`src/rtl/jtframe_db9_pkg.sv`:
```
// jtframe_db9_pkg: shared types and constants for the DB9 Sega pad reader.
package jtframe_db9_pkg;

  // Scan sequencer states
  typedef enum logic [1:0] {
    IDLE   = 2'd0,
    SCAN   = 2'd1,
    UPDATE = 2'd2
  } state_t;

  // Bit positions inside the 12-bit jtframe button word
  localparam int BTN_R     = 0;
  localparam int BTN_L     = 1;
  localparam int BTN_D     = 2;
  localparam int BTN_U     = 3;
  localparam int BTN_A     = 4;
  localparam int BTN_B     = 5;
  localparam int BTN_C     = 6;
  localparam int BTN_X     = 7;
  localparam int BTN_Y     = 8;
  localparam int BTN_Z     = 9;
  localparam int BTN_START = 10;
  localparam int BTN_MODE  = 11;

  // Select phases that carry useful data
  localparam logic [2:0] PH_DIR = 3'd0;  // select high: U D L R B C
  localparam logic [2:0] PH_AS  = 3'd1;  // select low: A and Start
  localparam logic [2:0] PH_ID  = 3'd5;  // select low: 6-button signature
  localparam logic [2:0] PH_XYZ = 3'd6;  // select high: Z Y X Mode

  // Buttons feeding the hot-key combos, one bundle per port
  typedef struct packed {
    logic start;
    logic a;
    logic x;
  } btn_hot_t;

  // A 6-button pad pulls all four direction pins low on the third low phase
  function automatic logic dirs_all_low(input logic [3:0] raw_dirs);
    return ~|raw_dirs;
  endfunction

endpackage

```
`src/rtl/jtframe_db9_decode.sv`:
```
// jtframe_db9_decode: per-port capture and decode of one DB9 Sega pad.
// Optional macro JTFRAME_DB9_DEBOUNCE_EN: a word bit commits only when the
// last two scans agree on it.
module jtframe_db9_decode
  import jtframe_db9_pkg::*;
(
  input  logic        clk_sys,
  input  logic        reset,
  input  logic [5:0]  pins,      // synchronised {pin9, pin6, right, left, down, up}, active-low
  input  logic        capture,   // last cycle of the current select phase
  input  logic [2:0]  phase,
  input  logic        commit,    // end of scan: publish the word
  output logic [11:0] word,
  output logic        six_btn,
  output btn_hot_t    hot_next   // combo buttons of the word about to be committed
);

  logic [5:0]  act;
  logic        up, down, left, right, b, c, a, start;
  logic        id, z, y, x, mode;
  logic [11:0] scan_word;
  logic [11:0] word_next;

  assign act = ~pins;

  // Latch the pins belonging to each meaningful phase of the scan
  always_ff @(posedge clk_sys or posedge reset) begin
    if (reset) begin
      up <= 1'b0; down <= 1'b0; left <= 1'b0; right <= 1'b0;
      b  <= 1'b0; c    <= 1'b0; a    <= 1'b0; start <= 1'b0;
      id <= 1'b0; z    <= 1'b0; y    <= 1'b0; x     <= 1'b0; mode <= 1'b0;
    end else if (capture) begin
      case (phase)
        PH_DIR: begin
          up    <= act[0];
          down  <= act[1];
          left  <= act[2];
          right <= act[3];
          b     <= act[4];
          c     <= act[5];
        end
        PH_AS: begin
          a     <= act[4];
          start <= act[5];
        end
        PH_ID: id <= dirs_all_low(pins[3:0]);
        PH_XYZ: begin
          z    <= act[0];
          y    <= act[1];
          x    <= act[2];
          mode <= act[3];
        end
        default: ;  // phases 2, 3, 4 and 7 carry nothing we use
      endcase
    end
  end

  // Assemble the scanned word; extra buttons only count on a 6-button pad
  always_comb begin
    scan_word            = '0;
    scan_word[BTN_R]     = right;
    scan_word[BTN_L]     = left;
    scan_word[BTN_D]     = down;
    scan_word[BTN_U]     = up;
    scan_word[BTN_A]     = a;
    scan_word[BTN_B]     = b;
    scan_word[BTN_C]     = c;
    scan_word[BTN_START] = start;
    if (id) begin
      scan_word[BTN_X]    = x;
      scan_word[BTN_Y]    = y;
      scan_word[BTN_Z]    = z;
      scan_word[BTN_MODE] = mode;
    end
  end

`ifdef JTFRAME_DB9_DEBOUNCE_EN
  logic [11:0] prev_scan;
  logic [11:0] agree;

  assign agree     = ~(scan_word ^ prev_scan);
  assign word_next = (scan_word & agree) | (word & ~agree);

  // Remember the previous scan so each bit needs two matching scans
  always_ff @(posedge clk_sys or posedge reset) begin
    if (reset)       prev_scan <= '0;
    else if (commit) prev_scan <= scan_word;
  end
`else
  assign word_next = scan_word;
`endif

  assign hot_next.start = word_next[BTN_START];
  assign hot_next.a     = word_next[BTN_A];
  assign hot_next.x     = word_next[BTN_X];

  // Publish the word and pad type together at the end of the scan
  always_ff @(posedge clk_sys or posedge reset) begin
    if (reset) begin
      word    <= '0;
      six_btn <= 1'b0;
    end else if (commit) begin
      word    <= word_next;
      six_btn <= id;
    end
  end

endmodule

```
`src/rtl/jtframe_db9_joy.sv`:
```
// jtframe_db9_joy: N-port DB9 Sega pad reader with 3/6-button auto-detection,
// OSD request and scan-doubler toggle hot-keys.
// Optional macro JTFRAME_DB9_DEBOUNCE_EN enables per-bit debounce in the
// per-port decoders.
module jtframe_db9_joy
  import jtframe_db9_pkg::*;
#(
  parameter int CLK_KHZ    = 50000,
  parameter int NJOY       = 2,
  parameter int PHASE_US   = 20,
  parameter int IDLE_US    = 2000,
  parameter int HOLD_SCANS = 4
)(
  input  logic               clk_sys,
  input  logic               reset,
  input  logic [6*NJOY-1:0]  joy_bus,
  output logic               joy_select,
  output logic [12*NJOY-1:0] joystick,
  output logic [NJOY-1:0]    six_btn,
  output logic               scan_valid,
  output logic               osd_en,
  output logic               scan2x_enb
);

  localparam int PHASE_CYC = CLK_KHZ * PHASE_US / 1000;
  localparam int IDLE_CYC  = CLK_KHZ * IDLE_US / 1000;
  localparam int CNT_MAX   = (IDLE_CYC > PHASE_CYC) ? IDLE_CYC : PHASE_CYC;
  localparam int CNT_W     = $clog2(CNT_MAX + 1);
  localparam int HOLD_W    = $clog2(HOLD_SCANS + 1);

  localparam logic [CNT_W-1:0]  IDLE_LAST  = CNT_W'(IDLE_CYC - 1);
  localparam logic [CNT_W-1:0]  PHASE_LAST = CNT_W'(PHASE_CYC - 1);
  localparam logic [HOLD_W-1:0] HOLD_MAX   = HOLD_W'(HOLD_SCANS);

  logic [6*NJOY-1:0] bus_meta, bus_sync;
  state_t            state;
  logic [CNT_W-1:0]  cnt;
  logic [2:0]        phase;
  logic              phase_end, commit;
  btn_hot_t          hot_next [NJOY];
  logic              any_start, any_a, any_x;
  logic [HOLD_W-1:0] osd_cnt, x_cnt, osd_cnt_next, x_cnt_next;

  // Two-flop synchroniser for the raw pad pins; idle pins read high
  always_ff @(posedge clk_sys or posedge reset) begin
    if (reset) begin
      bus_meta <= '1;
      bus_sync <= '1;
    end else begin
      bus_meta <= joy_bus;
      bus_sync <= bus_meta;
    end
  end

  assign phase_end = (state == SCAN) && (cnt == PHASE_LAST);
  assign commit    = phase_end && (phase == 3'd7);

  // Scan sequencer: idle gap, eight select phases, one-cycle publish
  always_ff @(posedge clk_sys or posedge reset) begin
    if (reset) begin
      state      <= IDLE;
      cnt        <= '0;
      phase      <= '0;
      joy_select <= 1'b1;
      scan_valid <= 1'b0;
    end else begin
      scan_valid <= 1'b0;
      case (state)
        IDLE: begin
          joy_select <= 1'b1;
          if (cnt == IDLE_LAST) begin
            state <= SCAN;
            cnt   <= '0;
            phase <= '0;
          end else begin
            cnt <= cnt + 1'b1;
          end
        end
        SCAN: begin
          if (phase_end) begin
            cnt <= '0;
            if (phase == 3'd7) begin
              state      <= UPDATE;
              joy_select <= 1'b1;
              scan_valid <= 1'b1;
            end else begin
              phase      <= phase + 3'd1;
              // next phase is odd exactly when the current one is even
              joy_select <= phase[0];
            end
          end else begin
            cnt <= cnt + 1'b1;
          end
        end
        UPDATE: begin
          state <= IDLE;
          cnt   <= '0;
          phase <= '0;
        end
        default: begin
          state      <= IDLE;
          cnt        <= '0;
          phase      <= '0;
          joy_select <= 1'b1;
        end
      endcase
    end
  end

  genvar gi;
  generate
    for (gi = 0; gi < NJOY; gi++) begin : g_port
      jtframe_db9_decode u_decode (
        .clk_sys  (clk_sys),
        .reset    (reset),
        .pins     (bus_sync[6*gi +: 6]),
        .capture  (phase_end),
        .phase    (phase),
        .commit   (commit),
        .word     (joystick[12*gi +: 12]),
        .six_btn  (six_btn[gi]),
        .hot_next (hot_next[gi])
      );
    end
  endgenerate

  // Combos look at the OR of every port's upcoming word
  always_comb begin
    any_start = 1'b0;
    any_a     = 1'b0;
    any_x     = 1'b0;
    for (int p = 0; p < NJOY; p++) begin
      any_start = any_start | hot_next[p].start;
      any_a     = any_a     | hot_next[p].a;
      any_x     = any_x     | hot_next[p].x;
    end
  end

  // Saturating hold counters: climb while the combo is held, clear on release
  always_comb begin
    osd_cnt_next = '0;
    x_cnt_next   = '0;
    if (any_start && any_a)
      osd_cnt_next = (osd_cnt == HOLD_MAX) ? osd_cnt : osd_cnt + 1'b1;
    if (any_start && any_x)
      x_cnt_next = (x_cnt == HOLD_MAX) ? x_cnt : x_cnt + 1'b1;
  end

  // Hot-key outputs update together with the published words
  always_ff @(posedge clk_sys or posedge reset) begin
    if (reset) begin
      osd_cnt    <= '0;
      x_cnt      <= '0;
      osd_en     <= 1'b0;
      scan2x_enb <= 1'b0;
    end else if (commit) begin
      osd_cnt <= osd_cnt_next;
      x_cnt   <= x_cnt_next;
      osd_en  <= (osd_cnt_next == HOLD_MAX);
      // toggle only on the scan that first reaches the hold count
      if (x_cnt_next == HOLD_MAX && x_cnt != HOLD_MAX)
        scan2x_enb <= ~scan2x_enb;
    end
  end

endmodule

```
`config.mk`:
```
export PLATFORM = sky130hd
export DESIGN_NAME = jtframe_db9_joy
export DESIGN_NICKNAME = d
export VERILOG_FILES = /design/src/rtl/jtframe_db9_pkg.sv /design/src/rtl/jtframe_db9_decode.sv /design/src/rtl/jtframe_db9_joy.sv
export SDC_FILE = /design/constraint.sdc
export NUM_CORES = 1
export LEC_CHECK = 0
export BUFFER_PORTS_ARGS = -buffer_cell sky130_fd_sc_hd__buf_2
export CAP_MARGIN = 25
export CORE_MARGIN = 10
export CORE_UTILIZATION = 50
export DETAILED_ROUTE_END_ITERATION = 6
export PLACE_DENSITY = 0.66
export SYNTH_ARGS = -nofsm -noshare
export SYNTH_HDL_FRONTEND = slang
export SYNTH_SLANG_ARGS = --single-unit
export TNS_END_PERCENT = 5
```
`constraint.sdc`:
```
create_clock -name clk_sys -period 7.8 [get_ports clk_sys]
set_input_delay 1.95 -clock clk_sys [delete_from_list [all_inputs] [get_ports clk_sys]]
set_output_delay 1.95 -clock clk_sys [all_outputs]
set_load 0.01 [all_outputs]
```
==> results.cfg <==
[min_path]
hp-start = bus_meta[9]
worstHoldPathType = reg -> reg

[pwr]
pwr-share-comb_pct = 1.6
netSwitchingPower_uw = 213.6
p_int_uw = 697.5
swShare_pct = 23.45
p_per_area_mw_per_mm2 = 175.2
power_frac_clock_pct = 35.3
seq_power_share_pct = 63.1
leakagePower_uw = 0.002316
vdd_ir_drop_max_mv = 0.1111

[setup_path]
endpoint_kind = primary output
r2r_slack_ns = 5.18
path_max_fanout = 3
worstReg2RegStart = cnt[11]
cp_data_arrival_time_ns = 1.05
slowest_delay_ns = 0.56
crit_chain = buf_2
cpLargestDelayFamily = flip-flops
slowest_stage = dfstp_2
cp-start-kind = register
crit_buf_inv = 1
worstPathRequired_ns = 5.85
crit_type = reg -> out
crit_start = joy_select

[cts]
cts_tree = built
clk_latency_ns = 0.36
clkTransAtPathRegs_ns = 0.11
cts_sinks = 108
cts.repair.resized = 0
cts_buffers = 9
cts_hold_buf = 0
cts_root_buf = clkbuf_8
cts_buffer_depth = 2
cts_setup_buffers = 0
htreeDepth = 3

[synthesis]
synth_most_common_cell = dfrtp_1
yosysWarnings = 0
synthesis.nets = 410
ys_types = 53
synth_area_per_cell_um2 = 12.34
yosys-top-cells-area = dfrtp_1, dfstp_2, mux2_4
netlist.area_leader.share_pct = 43.62
synth_area_mm2 = 0.004762
yosys.area.top_type = dfrtp_1
netlist_instances = 386
synth-main-ff-cell = dfrtp_1
synth_edf_count = 0
synthArstFlopShare_pct = 100.0
synth_commonest_cells = dfrtp_1, inv_1, dfstp_2
ys_seq_area_share_pct = 57.41
synth_seq_cells = 108

[detailed_routing]
ant_nets = 0
firstDrtPassIters = 4
vias = 2936
post_drt_wl_per_cell_um = 15.81
drc = 0
vias_per_cell = 5.281
drtIter0Drc = 164
drt-total-wl_mm = 8.792

[job]
maxCapViolations = 0

[timing]
drv_slew = 0
hold_viol = 0
fmax_mhz = 333.0
rsz0062_at_grt = no
period_needed_ns = 3.003
period_share_pct = 38.50
finalSetupTns_ns = 0
setup_viol = 0
tightest_slew_ns = 0.8391
finalClockSkew_ns = 0.01562
relSlewSlack_pct = 44.06

[floorplan]
die_area_mm2 = 0.01383
die_w_um = 117.6
start_util_pct = 51.54
num_rows = 35
core_area_mm2 = 0.009240
dieHeight_um = 117.6
pin_count = 44

[placed_design]
numPortBuffers = 43
place.gp.congestion = 0.7715
dp_hpwl_mm = 6.009
dpl.cell_count = 539

[layout]
n_antenna_cell = 0
area_delta_synth_final_pct = 9.222
nFillCells = 784
drive_gt1_share_pct = 27.87
fin_cells = 556
fin_nets = 446

[global_route]
globalRoute.totalOverflow = 0
grt_antenna_before_repair = 0
track_usage_pct = 12.80
grt_pass1_wl_mm = 15.01
grt_pass1_vias = 3022
grt_max_degree = 68

[status]
outcome = completed
## power by group through the flow
stage | clock [uW] | sequential [uW] | combinational [uW]
floorplan | 0 | 584 | 8.47
global placement | 0 | 585 | 15.1
detailed placement | 0 | 585 | 15.4
CTS | 330 | 575 | 15.4
global route | 355 | 576 | 17.3
finish | 322 | 575 | 14.5
## stage by stage
step	cell area (um^2)	worst slack [ns]	total power [uW]	utilization (%)	hold slack, ns
floorplan	4762	3.046	592.1	-	0.3452
global placement	5006	4.527	600.2	54.18	0.3456
detailed placement	5006	4.491	600.9	54.18	0.3468
CTS	5190	4.775	920.8	56.17	0.3629
global route	5201	4.729	948.6	56.29	0.3665
finish	5201	4.797	911.1	56.29	0.3574
## cell usage in the layout (no fill, tap or decap), drive strengths merged, types with 3 or more instances in the layout
cell type | synthesis | layout
mux2i | 24 | 24
dfrtp | 83 | 83
or4b | 3 | 3
mux2 | 21 | 21
nand2 | 20 | 20
and3 | 3 | 3
nor4 | 11 | 11
o21ai | 24 | 24
xor2 | 5 | 5
nand4 | 7 | 7
clkbuf | 8 | 10
or3 | 5 | 5
ha | 10 | 10
a22oi | 3 | 3
buf | 12 | 45
a21oi | 15 | 15
xnor2 | 10 | 10
inv | 38 | 41
dfstp | 25 | 25
nor3 | 7 | 7
nand3 | 9 | 9
and4 | 5 | 5
o211ai | 4 | 4
nor2 | 9 | 9
o311ai | 3 | 3
o31ai | 5 | 5
## final timing paths
kind                                   endpoint  cells past startpoint
max                                  joy_select                      1
min in group asynchronous  g_port[0].u_decode.c                      2
max in group asynchronous              phase[1]                      3
min                                 bus_sync[9]                      0
min reg2reg                         bus_sync[9]                      0
max reg2reg                             cnt[15]                      4
## logic make-up after synthesis
group | count (synthesis) | synth area share (%)
buf+inv | 58 | 5.991
simple gates | 88 | 11.90
flops | 108 | 57.41
xor+xnor | 15 | 2.759
mux | 45 | 11.43
fa+ha+maj | 10 | 2.627
compound gates | 62 | 7.883
## flip-flops by register name, summed over array words and instances, names as in the netlist, 2 cells and up
register and count:
g_port.u_decode.word 24, cnt 17, bus_meta 12, bus_sync 12
osd_cnt 3, phase 3, x_cnt 3, g_port.u_decode.a 2
g_port.u_decode.b 2, g_port.u_decode.c 2, g_port.u_decode.down 2, g_port.u_decode.id 2
g_port.u_decode.left 2, g_port.u_decode.mode 2, g_port.u_decode.right 2, g_port.u_decode.six_btn 2
g_port.u_decode.start 2, g_port.u_decode.up 2, g_port.u_decode.x 2, g_port.u_decode.y 2
g_port.u_decode.z 2, state 2
## layer usage
layer / track usage, % / share of wire, % / vias to the layer above
li1: - / - / 1416
met3: 3.070 / 3.5 / 11
met1: 16.24 / 48 / 1467
met4: 4.714 / 1.4 / 0
met2: 20.73 / 47 / 42
met5: 0 / 0 / -
## area by class of cell
type / instances / area (um^2) / area share, %
clock buffers: 10 / 127.6 / 2.454
clock inverters: 6 / 56.30 / 1.083
inverters: 38 / 145.1 / 2.790
multi-input cells: 220 / 1743 / 33.51
flip-flops and latches: 108 / 2734 / 52.56
well taps: 129 / 161.4 / 3.103
repair buffers: 45 / 234.0 / 4.498
Power figures use the tool's default switching activity.
